## src/rtl/rv_pkg.sv

```systemverilog
// Shared RV32 definitions used by the fetch front end: widths, major opcodes,
// the canonical NOP and the fetch-unit state encoding.
package rv_pkg;

    localparam int unsigned XLEN = 32;

    localparam logic [6:0] LOAD   = 7'b000_0011;
    localparam logic [6:0] OP_IMM = 7'b001_0011;
    localparam logic [6:0] AUIPC  = 7'b001_0111;
    localparam logic [6:0] STORE  = 7'b010_0011;
    localparam logic [6:0] LUI    = 7'b011_0111;
    localparam logic [6:0] BRANCH = 7'b110_0011;
    localparam logic [6:0] JALR   = 7'b110_0111;
    localparam logic [6:0] JAL    = 7'b110_1111;

    localparam logic [XLEN-1:0] INST_NOP         = 32'h0000_0013;
    localparam logic [XLEN-1:0] RESET_PC_DEFAULT = 32'h0000_0000;

    typedef enum logic {
        FETCH,
        FLUSH
    } ifu_state_e;

endpackage

```

## src/rtl/sync_fifo.sv

```systemverilog
// Synchronous first-word-fall-through FIFO with a synchronous clear that
// dominates push and pop. A push while full is accepted only with a pop.
module sync_fifo #(
    parameter int unsigned Width = 32,
    parameter int unsigned Depth = 2
) (
    input  logic                       clk,
    input  logic                       rst,
    input  logic                       clr_i,
    input  logic                       push_i,
    input  logic [Width-1:0]           wdata_i,
    input  logic                       pop_i,
    output logic [Width-1:0]           rdata_o,
    output logic                       empty_o,
    output logic                       full_o,
    output logic [$clog2(Depth+1)-1:0] count_o
);

    localparam int unsigned PtrW = (Depth > 1) ? $clog2(Depth) : 1;
    localparam int unsigned CntW = $clog2(Depth + 1);

    logic [Width-1:0] mem_q [Depth];
    logic [PtrW-1:0]  wr_ptr_q, wr_ptr_d;
    logic [PtrW-1:0]  rd_ptr_q, rd_ptr_d;
    logic [CntW-1:0]  count_q, count_d;
    logic             wr_en;
    logic             rd_en;

    function automatic logic [PtrW-1:0] ptr_inc(input logic [PtrW-1:0] ptr);
        return (ptr == PtrW'(Depth - 1)) ? '0 : ptr + PtrW'(1);
    endfunction

    assign empty_o = (count_q == '0);
    assign full_o  = (count_q == CntW'(Depth));
    assign count_o = count_q;
    assign rdata_o = mem_q[rd_ptr_q];

    assign wr_en = push_i && (!full_o || pop_i) && !clr_i;
    assign rd_en = pop_i && !empty_o && !clr_i;

    always_comb begin
        wr_ptr_d = wr_ptr_q;
        rd_ptr_d = rd_ptr_q;
        count_d  = count_q + CntW'(wr_en) - CntW'(rd_en);
        if (wr_en) wr_ptr_d = ptr_inc(wr_ptr_q);
        if (rd_en) rd_ptr_d = ptr_inc(rd_ptr_q);
        if (clr_i) begin
            wr_ptr_d = '0;
            rd_ptr_d = '0;
            count_d  = '0;
        end
    end

    always_ff @(posedge clk or posedge rst) begin
        if (rst) begin
            wr_ptr_q <= '0;
            rd_ptr_q <= '0;
            count_q  <= '0;
        end else begin
            wr_ptr_q <= wr_ptr_d;
            rd_ptr_q <= rd_ptr_d;
            count_q  <= count_d;
        end
    end

    // Storage needs no reset; occupancy is tracked by count_q.
    always_ff @(posedge clk) begin
        if (wr_en) mem_q[wr_ptr_q] <= wdata_i;
    end

endmodule

```

## src/rtl/instruction_fetch_unit.sv

```systemverilog
// In-order instruction fetch: credit-limited memory requests, FWFT buffer to decode,
// redirect flush. Optional misaligned-redirect trap under IFU_MISALIGN_CHK_EN.
module instruction_fetch_unit
    import rv_pkg::*;
#(
    parameter logic [XLEN-1:0] RESET_PC        = RESET_PC_DEFAULT,
    parameter int unsigned     FIFO_DEPTH      = 2,
    parameter int unsigned     MAX_OUTSTANDING = 2
) (
    input  logic            clk,
    input  logic            rst,
    output logic            imem_req_valid,
    input  logic            imem_req_ready,
    output logic [XLEN-1:0] imem_req_addr,
    input  logic            imem_rsp_valid,
    input  logic [XLEN-1:0] imem_rsp_data,
    input  logic            redirect_valid,
    input  logic [XLEN-1:0] redirect_pc,
    output logic            inst_valid,
    input  logic            inst_ready,
    output logic [XLEN-1:0] instruction,
    output logic [XLEN-1:0] inst_pc
`ifdef IFU_MISALIGN_CHK_EN
    ,
    output logic            fetch_misaligned
`endif
);

    localparam int unsigned CntW     = $clog2(FIFO_DEPTH + 1) + 1;
    localparam int unsigned InstCntW = $clog2(FIFO_DEPTH + 1);
    localparam int unsigned TagCntW  = $clog2(MAX_OUTSTANDING + 1);

    ifu_state_e      state_q, state_d;
    logic [XLEN-1:0] fetch_pc_q, fetch_pc_d;
    logic [CntW-1:0] outstanding_q, outstanding_d;
    logic [CntW-1:0] drop_cnt_q, drop_cnt_d;
    logic            fetch_en_q;
    logic            req_block;

    logic                  req_accept;
    logic                  rsp_ok;
    logic                  rsp_keep;
    logic                  inst_empty;
    logic                  inst_full;
    logic [InstCntW-1:0]   inst_count;
    logic [2*XLEN-1:0]     inst_head;
    logic                  tag_empty;
    logic                  tag_full;
    logic [TagCntW-1:0]    tag_count;
    logic [XLEN-1:0]       tag_head;
    logic                  unused_fifo_status;

`ifdef IFU_MISALIGN_CHK_EN
    logic misaligned_q, misaligned_d;
    assign req_block        = misaligned_q;
    assign fetch_misaligned = misaligned_q;
`else
    logic [1:0] unused_redirect_lsb;
    assign req_block           = 1'b0;
    assign unused_redirect_lsb = redirect_pc[1:0];
`endif

    // Credits: words in flight plus words buffered must fit in the buffer.
    assign imem_req_valid = fetch_en_q && !req_block
                         && ((outstanding_q + CntW'(inst_count)) < CntW'(FIFO_DEPTH))
                         && (outstanding_q < CntW'(MAX_OUTSTANDING));
    assign imem_req_addr  = fetch_pc_q;

    assign req_accept = imem_req_valid && imem_req_ready;
    assign rsp_ok     = imem_rsp_valid && (outstanding_q != '0);
    assign rsp_keep   = rsp_ok && (state_q == FETCH) && !redirect_valid;

    assign inst_valid  = !inst_empty;
    assign instruction = inst_empty ? INST_NOP : inst_head[XLEN-1:0];
    assign inst_pc     = inst_empty ? fetch_pc_q : inst_head[2*XLEN-1:XLEN];

    assign unused_fifo_status = ^{inst_full, tag_empty, tag_full, tag_count};

    always_comb begin
        state_d       = state_q;
        fetch_pc_d    = fetch_pc_q;
        drop_cnt_d    = drop_cnt_q;
        outstanding_d = outstanding_q + CntW'(req_accept) - CntW'(rsp_ok);
`ifdef IFU_MISALIGN_CHK_EN
        misaligned_d  = misaligned_q;
`endif
        if (redirect_valid) begin
            fetch_pc_d = {redirect_pc[XLEN-1:2], 2'b00};
`ifdef IFU_MISALIGN_CHK_EN
            misaligned_d = (redirect_pc[1:0] != 2'b00);
            if (misaligned_d) fetch_pc_d = redirect_pc;
`endif
            // Everything still owed by memory after this edge belongs to the old stream.
            drop_cnt_d = outstanding_d;
            state_d    = (outstanding_d != '0) ? FLUSH : FETCH;
        end else begin
            if (req_accept) fetch_pc_d = fetch_pc_q + 32'd4;
            if (state_q == FLUSH && rsp_ok) begin
                drop_cnt_d = drop_cnt_q - CntW'(1);
                state_d    = (drop_cnt_d == '0) ? FETCH : FLUSH;
            end
        end
    end

    always_ff @(posedge clk or posedge rst) begin
        if (rst) begin
            state_q       <= FETCH;
            fetch_pc_q    <= RESET_PC;
            outstanding_q <= '0;
            drop_cnt_q    <= '0;
            fetch_en_q    <= 1'b0;
        end else begin
            state_q       <= state_d;
            fetch_pc_q    <= fetch_pc_d;
            outstanding_q <= outstanding_d;
            drop_cnt_q    <= drop_cnt_d;
            fetch_en_q    <= 1'b1;
        end
    end

`ifdef IFU_MISALIGN_CHK_EN
    always_ff @(posedge clk or posedge rst) begin
        if (rst) misaligned_q <= 1'b0;
        else     misaligned_q <= misaligned_d;
    end
`endif

    sync_fifo #(
        .Width (XLEN),
        .Depth (MAX_OUTSTANDING)
    ) u_tag_fifo (
        .clk     (clk),
        .rst     (rst),
        .clr_i   (redirect_valid),
        .push_i  (req_accept),
        .wdata_i (fetch_pc_q),
        .pop_i   (rsp_keep),
        .rdata_o (tag_head),
        .empty_o (tag_empty),
        .full_o  (tag_full),
        .count_o (tag_count)
    );

    sync_fifo #(
        .Width (2 * XLEN),
        .Depth (FIFO_DEPTH)
    ) u_inst_fifo (
        .clk     (clk),
        .rst     (rst),
        .clr_i   (redirect_valid),
        .push_i  (rsp_keep),
        .wdata_i ({tag_head, imem_rsp_data}),
        .pop_i   (inst_ready),
        .rdata_o (inst_head),
        .empty_o (inst_empty),
        .full_o  (inst_full),
        .count_o (inst_count)
    );

endmodule

```

## config.mk

```make
export PLATFORM = sky130hd
export DESIGN_NAME = instruction_fetch_unit
export DESIGN_NICKNAME = d
export VERILOG_FILES = /design/src/rtl/rv_pkg.sv /design/src/rtl/sync_fifo.sv /design/src/rtl/instruction_fetch_unit.sv
export SDC_FILE = /design/constraint.sdc
export NUM_CORES = 1
export LEC_CHECK = 0
export CAP_MARGIN = 40
export CORE_MARGIN = 2
export CORE_UTILIZATION = 40
export DETAILED_ROUTE_END_ITERATION = 16
export PLACE_DENSITY = 0.63
export SETUP_SLACK_MARGIN = 0.5
export SYNTH_ARGS = -nofsm -noshare
export SYNTH_HDL_FRONTEND = slang
export SYNTH_HIERARCHICAL = 1
export SYNTH_SLANG_ARGS = --single-unit
```

## constraint.sdc

```tcl
create_clock -name clk -period 3.9 [get_ports clk]
set_input_delay 0.585 -clock clk [delete_from_list [all_inputs] [get_ports clk]]
set_output_delay 0.585 -clock clk [all_outputs]
set_load 0.01 [all_outputs]
```

=== Yosys cells after proc, flatten, opt, wreduce, memory -nomap -nowiden ===
Memory sizes are Yosys's and may differ from the RTL's.
Cells that the tools add are included.

* Register bits after elaboration: 48
* Latch bits: 0
* RAM bits: 192
* Memory bits (read-only): 0
* Input bits: 70
* Output and inout bits: 98
* Logic and storage cells: 92
* Memories: 2

* Add/sub/neg operators: 13
* Multipliers: 0
* Divide/modulo/power cells: 0
* $lt $le $gt $ge: 2
* Eq/ne operators: 2
* Shift operators: 0
* Muxes and demuxes: 28
* Bitwise gates (word level): 1
* Reduce and logical (&&, ||, !) cells: 33

{| class="wikitable"
|+ Memory list
! memory !! depth !! bits a word !! rd ports !! clocked after Yosys merged registers in !! write ports !! RTL line !! text
|-
| u_inst_fifo.mem_q || 2 || 64 || 1 || 0 || 1 || sync_fifo.sv:22 || <nowiki>logic [Width-1:0] mem_q [Depth];</nowiki>
|-
| u_tag_fifo.mem_q || 2 || 32 || 1 || 0 || 1 || sync_fifo.sv:22 ||
|}

{| class="wikitable"
|+ Operator list
! cell !! number
|-
| $mux W32 || 4
|-
| $add A32 B3 Y32 const B || 1
|-
| $mux W1 || 20
|-
| $logic_and A1 B1 Y1 || 15
|-
| $reduce_bool A2 Y1 || 6
|-
| $lt A3 B2 Y1 const B || 2
|-
| $mux W3 || 2
|-
| $reduce_bool A3 Y1 || 2
|-
| $logic_not A1 Y1 || 5
|-
| $add A1 B1 Y1 const B || 4
|-
| $add A2 B1 Y2 || 2
|-
| $eq A2 B2 Y1 const B || 2
|-
| $logic_not A2 Y1 || 2
|-
| $mux W2 || 2
|-
| $sub A2 B1 Y2 || 2
|-
| $add A3 B1 Y3 || 1
|-
| $add A3 B2 Y3 || 1
|-
| $logic_not A3 Y1 || 1
|-
| $sub A3 B1 Y3 || 1
|-
| $sub A3 B1 Y3 const B || 1
|-
| $logic_or A1 B1 Y1 || 2
|-
| $not A1 Y1 || 1
|}

=== Depth between registers and ports, before layout ===
* Depth after elaboration: 10
* Mapped depth: 12
* Depth with buffers taken out: 11

=== Hierarchy ===
The synthesis kept the hierarchy.

{| class="wikitable"
|+ Modules (own cells, without submodules)
! module !! times used !! cells each !! area an instance (sq um) !! sequential area each (sq um)
|-
| sync_fifo at u_inst_fifo || 1 || 224 || 4835.9 || 3943.8
|-
| instruction_fetch_unit || 1 || 312 || 2836.5 || 950.9
|-
| sync_fifo at u_tag_fifo || 1 || 125 || 2537.4 || 2021.9
|}

=== Worst setup path after synthesis ===
Ideal clock, no wire load.

* Path kind: input -> register
* From: input port redirect_valid
* To: memory u_inst_fifo/mem_q[0][0] (netlist bit) (enable)
* Library setup time: 0.487 ns
* Data arrival time: 4.236 ns
* Data required time: 3.413 ns
* Setup slack: -0.823 ns
* Cell stages on the path: 5
* Buffers on the path: 2
* Cell sequence: clkbuf_1 > clkbuf_1 > nor3b_1 > nand3b_1 > nor2_1

* Cells in the longest elaborated chain, start to end: 6

{| class="wikitable"
|+ Ends and longest elaborated chain
! element !! RTL line !! text
|-
| start, declared || instruction_fetch_unit.sv:17 || <nowiki>input logic redirect_valid,</nowiki>
|-
| $logic_not A1 Y1 || instruction_fetch_unit.sv:71 || <nowiki>assign rsp_keep = rsp_ok && (state_q == FETCH) && !redirect_valid;</nowiki>
|-
| $logic_and A1 B1 Y1 || instruction_fetch_unit.sv:71 ||
|-
| net rsp_keep || instruction_fetch_unit.sv:42 || <nowiki>logic rsp_keep;</nowiki>
|-
| $logic_and A1 B1 Y1 (2 in series) || sync_fifo.sv:38 || <nowiki>assign wr_en = push_i && (!full_o || pop_i) && !clr_i;</nowiki>
|-
| $mux W1 || sync_fifo.sv:68 || <nowiki>if (wr_en) mem_q[wr_ptr_q] <= wdata_i;</nowiki>
|-
| $mux W1 (not written as such) || sync_fifo.sv:68 ||
|-
| end, declared || sync_fifo.sv:22 ||
|}

The timed path passes the listed nets, and every way through them passes these cells.

=== Worst setup path after layout ===
* From: register u_inst_fifo.count_q[0], in the netlist u_inst_fifo/count_o[0]
* To: output port imem_req_valid

* Cells in the longest elaborated chain, start to end: 4

{| class="wikitable"
|+ Ends and longest elaborated chain
! element !! RTL line !! text
|-
| start, declared || sync_fifo.sv:25 || <nowiki>logic [CntW-1:0] count_q, count_d;</nowiki>
|-
| start signal, assigned || sync_fifo.sv:62 || <nowiki>count_q <= count_d;</nowiki>
|-
| $add A3 B2 Y3 || instruction_fetch_unit.sv:65 || <nowiki>&& ((outstanding_q + CntW'(inst_count)) < CntW'(FIFO_DEPTH))</nowiki>
|-
| $lt A3 B2 Y1 || instruction_fetch_unit.sv:65 ||
|-
| $logic_and A1 B1 Y1 || instruction_fetch_unit.sv:65 ||
|-
| $logic_and A1 B1 Y1 || instruction_fetch_unit.sv:66 || <nowiki>&& (outstanding_q < CntW'(MAX_OUTSTANDING));</nowiki>
|-
| end, declared || instruction_fetch_unit.sv:12 || <nowiki>output logic imem_req_valid,</nowiki>
|}

Every way passes these cells.

==> run summary <==
Status = finished, final reports clean
Initial antenna violation count = 0
Die footprint = 26800 um2
Synth Instances = 658
Nets@finish = 919
Initial drt markers = 398
PortBufs = 163
Routed vias = 5973
Core Area = 25100 um2
LEAKAGE = 4.57 nW
Tot Pwr = 6.37 mW
Longest Clk Path Bufs = 3
Synth Cell Area = 10200 um2
Root Buffer Master = clkbuf_16
Vias in the first global route = 6171
DRC viols = 0
Final setup violation count = 0
Final slew viol count = 0
Overall global routing resource usage = 16.1%
Clock power share = 39.7%
H-tree Lvls = 1
Seq pwr share = 46.7%
Setup CP Type = reg2out
Number of CTS-inserted buffers = 26
Logic pwr share = 13.6%
Skew final = 0.0172 ns
Net Sw Power = 1.47 mW
First-pass GRT wire length = 33.5 mm
Min Tclk post-route = 3.23 ns
Drt wl/cell = 18.4 um
Max stage delay on crit path = 0.57 ns
RSZ-0062 raised after global routing = no
Clk sink count = 238
Place WS = 0.602 ns
TritonRoute pass-1 iters = 4
Type of the most critical hold path = in2async
R2r startpoint = u_inst_fifo/count_o[0]
Largest net degree at the start of global routing = 76
Slew headroom = 41.3%
Max Freq = 0.309 GHz
CP required = 3.31 ns
Synth-to-layout area growth = 29.5%
Clock latency on the worst-skew pair = 0.52 ns
Final Hold Vio Count = 0
Crit-path cells = and2_1 > fa_1 > xnor2_4 > and4b_1 > clkdlybuf4s50_1
Initial Util = 40.6%
Routed wire length = 21.9 mm
Net switching share of the total power = 23.1%
Hold Buf Count CTS = 0
Buf+Inv Stages, Crit Path = 1
Pwr Density = 483 nW/um2
CP startpoint kind = register
Chip width = 164 um
Overflow left after global routing = 0
Setup ws final = 0.667 ns
Clock-pin slew on the worst setup and hold paths = 0.06 ns
HPWL after DPL = 14.3 mm
Layout cells sized above 1 = 24.3%
Final period utilization = 82.9%
Setup TNS = 0 ns
Syn_area_per_cell = 15.5 um2
Die Ht = 164 um
Std-Cell Rows = 58
Internal power = 4.90 mW
Remaining antenna violation count = 0
Crit-path leading delay family = buffers and inverters
GPL Wtd Cong = 0.776
Via density per instance = 5.04
Worst path slowest cell = clkdlybuf4s50_1
Antenna cells = 0
Critical Path Start = u_inst_fifo/count_o[0]
Number of I/O pins = 168
Ys Warns = 6
Worst slew pin tran = 0.881 ns
CP max FO = 5
TritonCTS clock tree = done
Critical path arrival = 2.65 ns
Worst VDD drop = 0.000292 V
Max-cap violation count = 0
Setup crit end kind = primary output
Filler cells = 2097
## registers in the layout (all words and copies together), names as in the netlist
| name | count |
|---|---|
| state_q | 1 |
| outstanding_q | 3 |
| u_tag_fifo/wr_ptr_q | 1 |
| u_tag_fifo/mem_q | 64 |
| u_tag_fifo/rd_ptr_q | 1 |
| fetch_en_q | 1 |
| u_inst_fifo/rd_ptr_q | 1 |
| u_inst_fifo/count_o | 2 |
| u_tag_fifo/count_o | 2 |
| u_inst_fifo/mem_q | 128 |
| imem_req_addr | 30 |
| u_inst_fifo/wr_ptr_q | 1 |
| drop_cnt_q | 3 |
## cells in the final DEF (no fill, tap or decap), types with 5 or more instances in the layout
master / n
nor3_1: 9
o21ai_0: 20
nor4_1: 6
mux2_2: 131
clkdlybuf4s50_1: 162
ha_1: 10
nand2_1: 38
xor2_1: 14
buf_4: 10
xnor2_1: 25
edfxtp_1: 192
clkbuf_16: 27
o21ai_1: 10
conb_1: 7
inv_1: 19
dfrtp_1: 44
nor2_1: 12
nor2_4: 5
nand3_1: 12
nor2b_1: 33
## routing by layer
layer	track usage [%]	wire, um
met1	21.4	9670
met2	27.0	10400
met3	2.62	1210
met4	5.46	618
met5	0	0
## worst reg2reg max path, cell delays in order (launching register included)
cell and delay (ns):
dfrtp_1 0.45, and2_1 0.18, fa_1 0.44, and4b_1 0.41, nand2_1 0.19, ha_1 0.32, inv_1 0.04, ha_1 0.18
fa_1 0.38, xnor2_1 0.17, nor3_1 0.14, a21oi_1 0.09
## final cells by class
type                       instances  area (um2)  area share (%)
sequential                       238        6920            52.5
multi-input combinational        376        3130            23.7
timing repair buffer             176        1760            13.3
clock buffer                      33         718            5.44
tap                              330         413            3.13
clock inverter                    14         180            1.37
inverter                          19        71.3           0.540
## metrics by stage
stage               hold WS (ns)  std cells  util (%)  area (um2)
finish                     0.427       1186      52.6       13200
global route               0.429       1186      52.6       13200
CTS                        0.403       1184      52.4       13200
detailed placement         0.540       1137      48.9       12300
global placement           0.519       1137      48.9       12300
floorplan                  0.351        663         -       10200
## path summary, 6_finish.rpt
path	to	slack, ns	cells after the start
max	imem_req_valid	0.67	5
min	u_inst_fifo/wr_ptr_q	0.43	2
max reg2reg	state_q	0.76	11
min reg2reg	u_inst_fifo/wr_ptr_q	0.55	1
max in group asynchronous	imem_req_addr[24]	2.47	3
min in group clk	u_inst_fifo/wr_ptr_q	0.55	1
## power groups by stage
stage               clock network [mW]  registers [mW]  logic (mW)
detailed placement                   0            3.02       0.846
global route                      2.70            2.99       0.941
floorplan                            0            2.99       0.462
CTS                               2.59            2.97       0.853
global placement                     0            3.01       0.821
finish                            2.53            2.97       0.868
## timing repair
action                                 4_1_cts  5_1_grt
setup endpoints to repair                    0        5
endpoints found under the hold margin        0        0
setup buffers                                0        2
gates resized for setup                      0        2
Power figures use the tool's default switching activity.
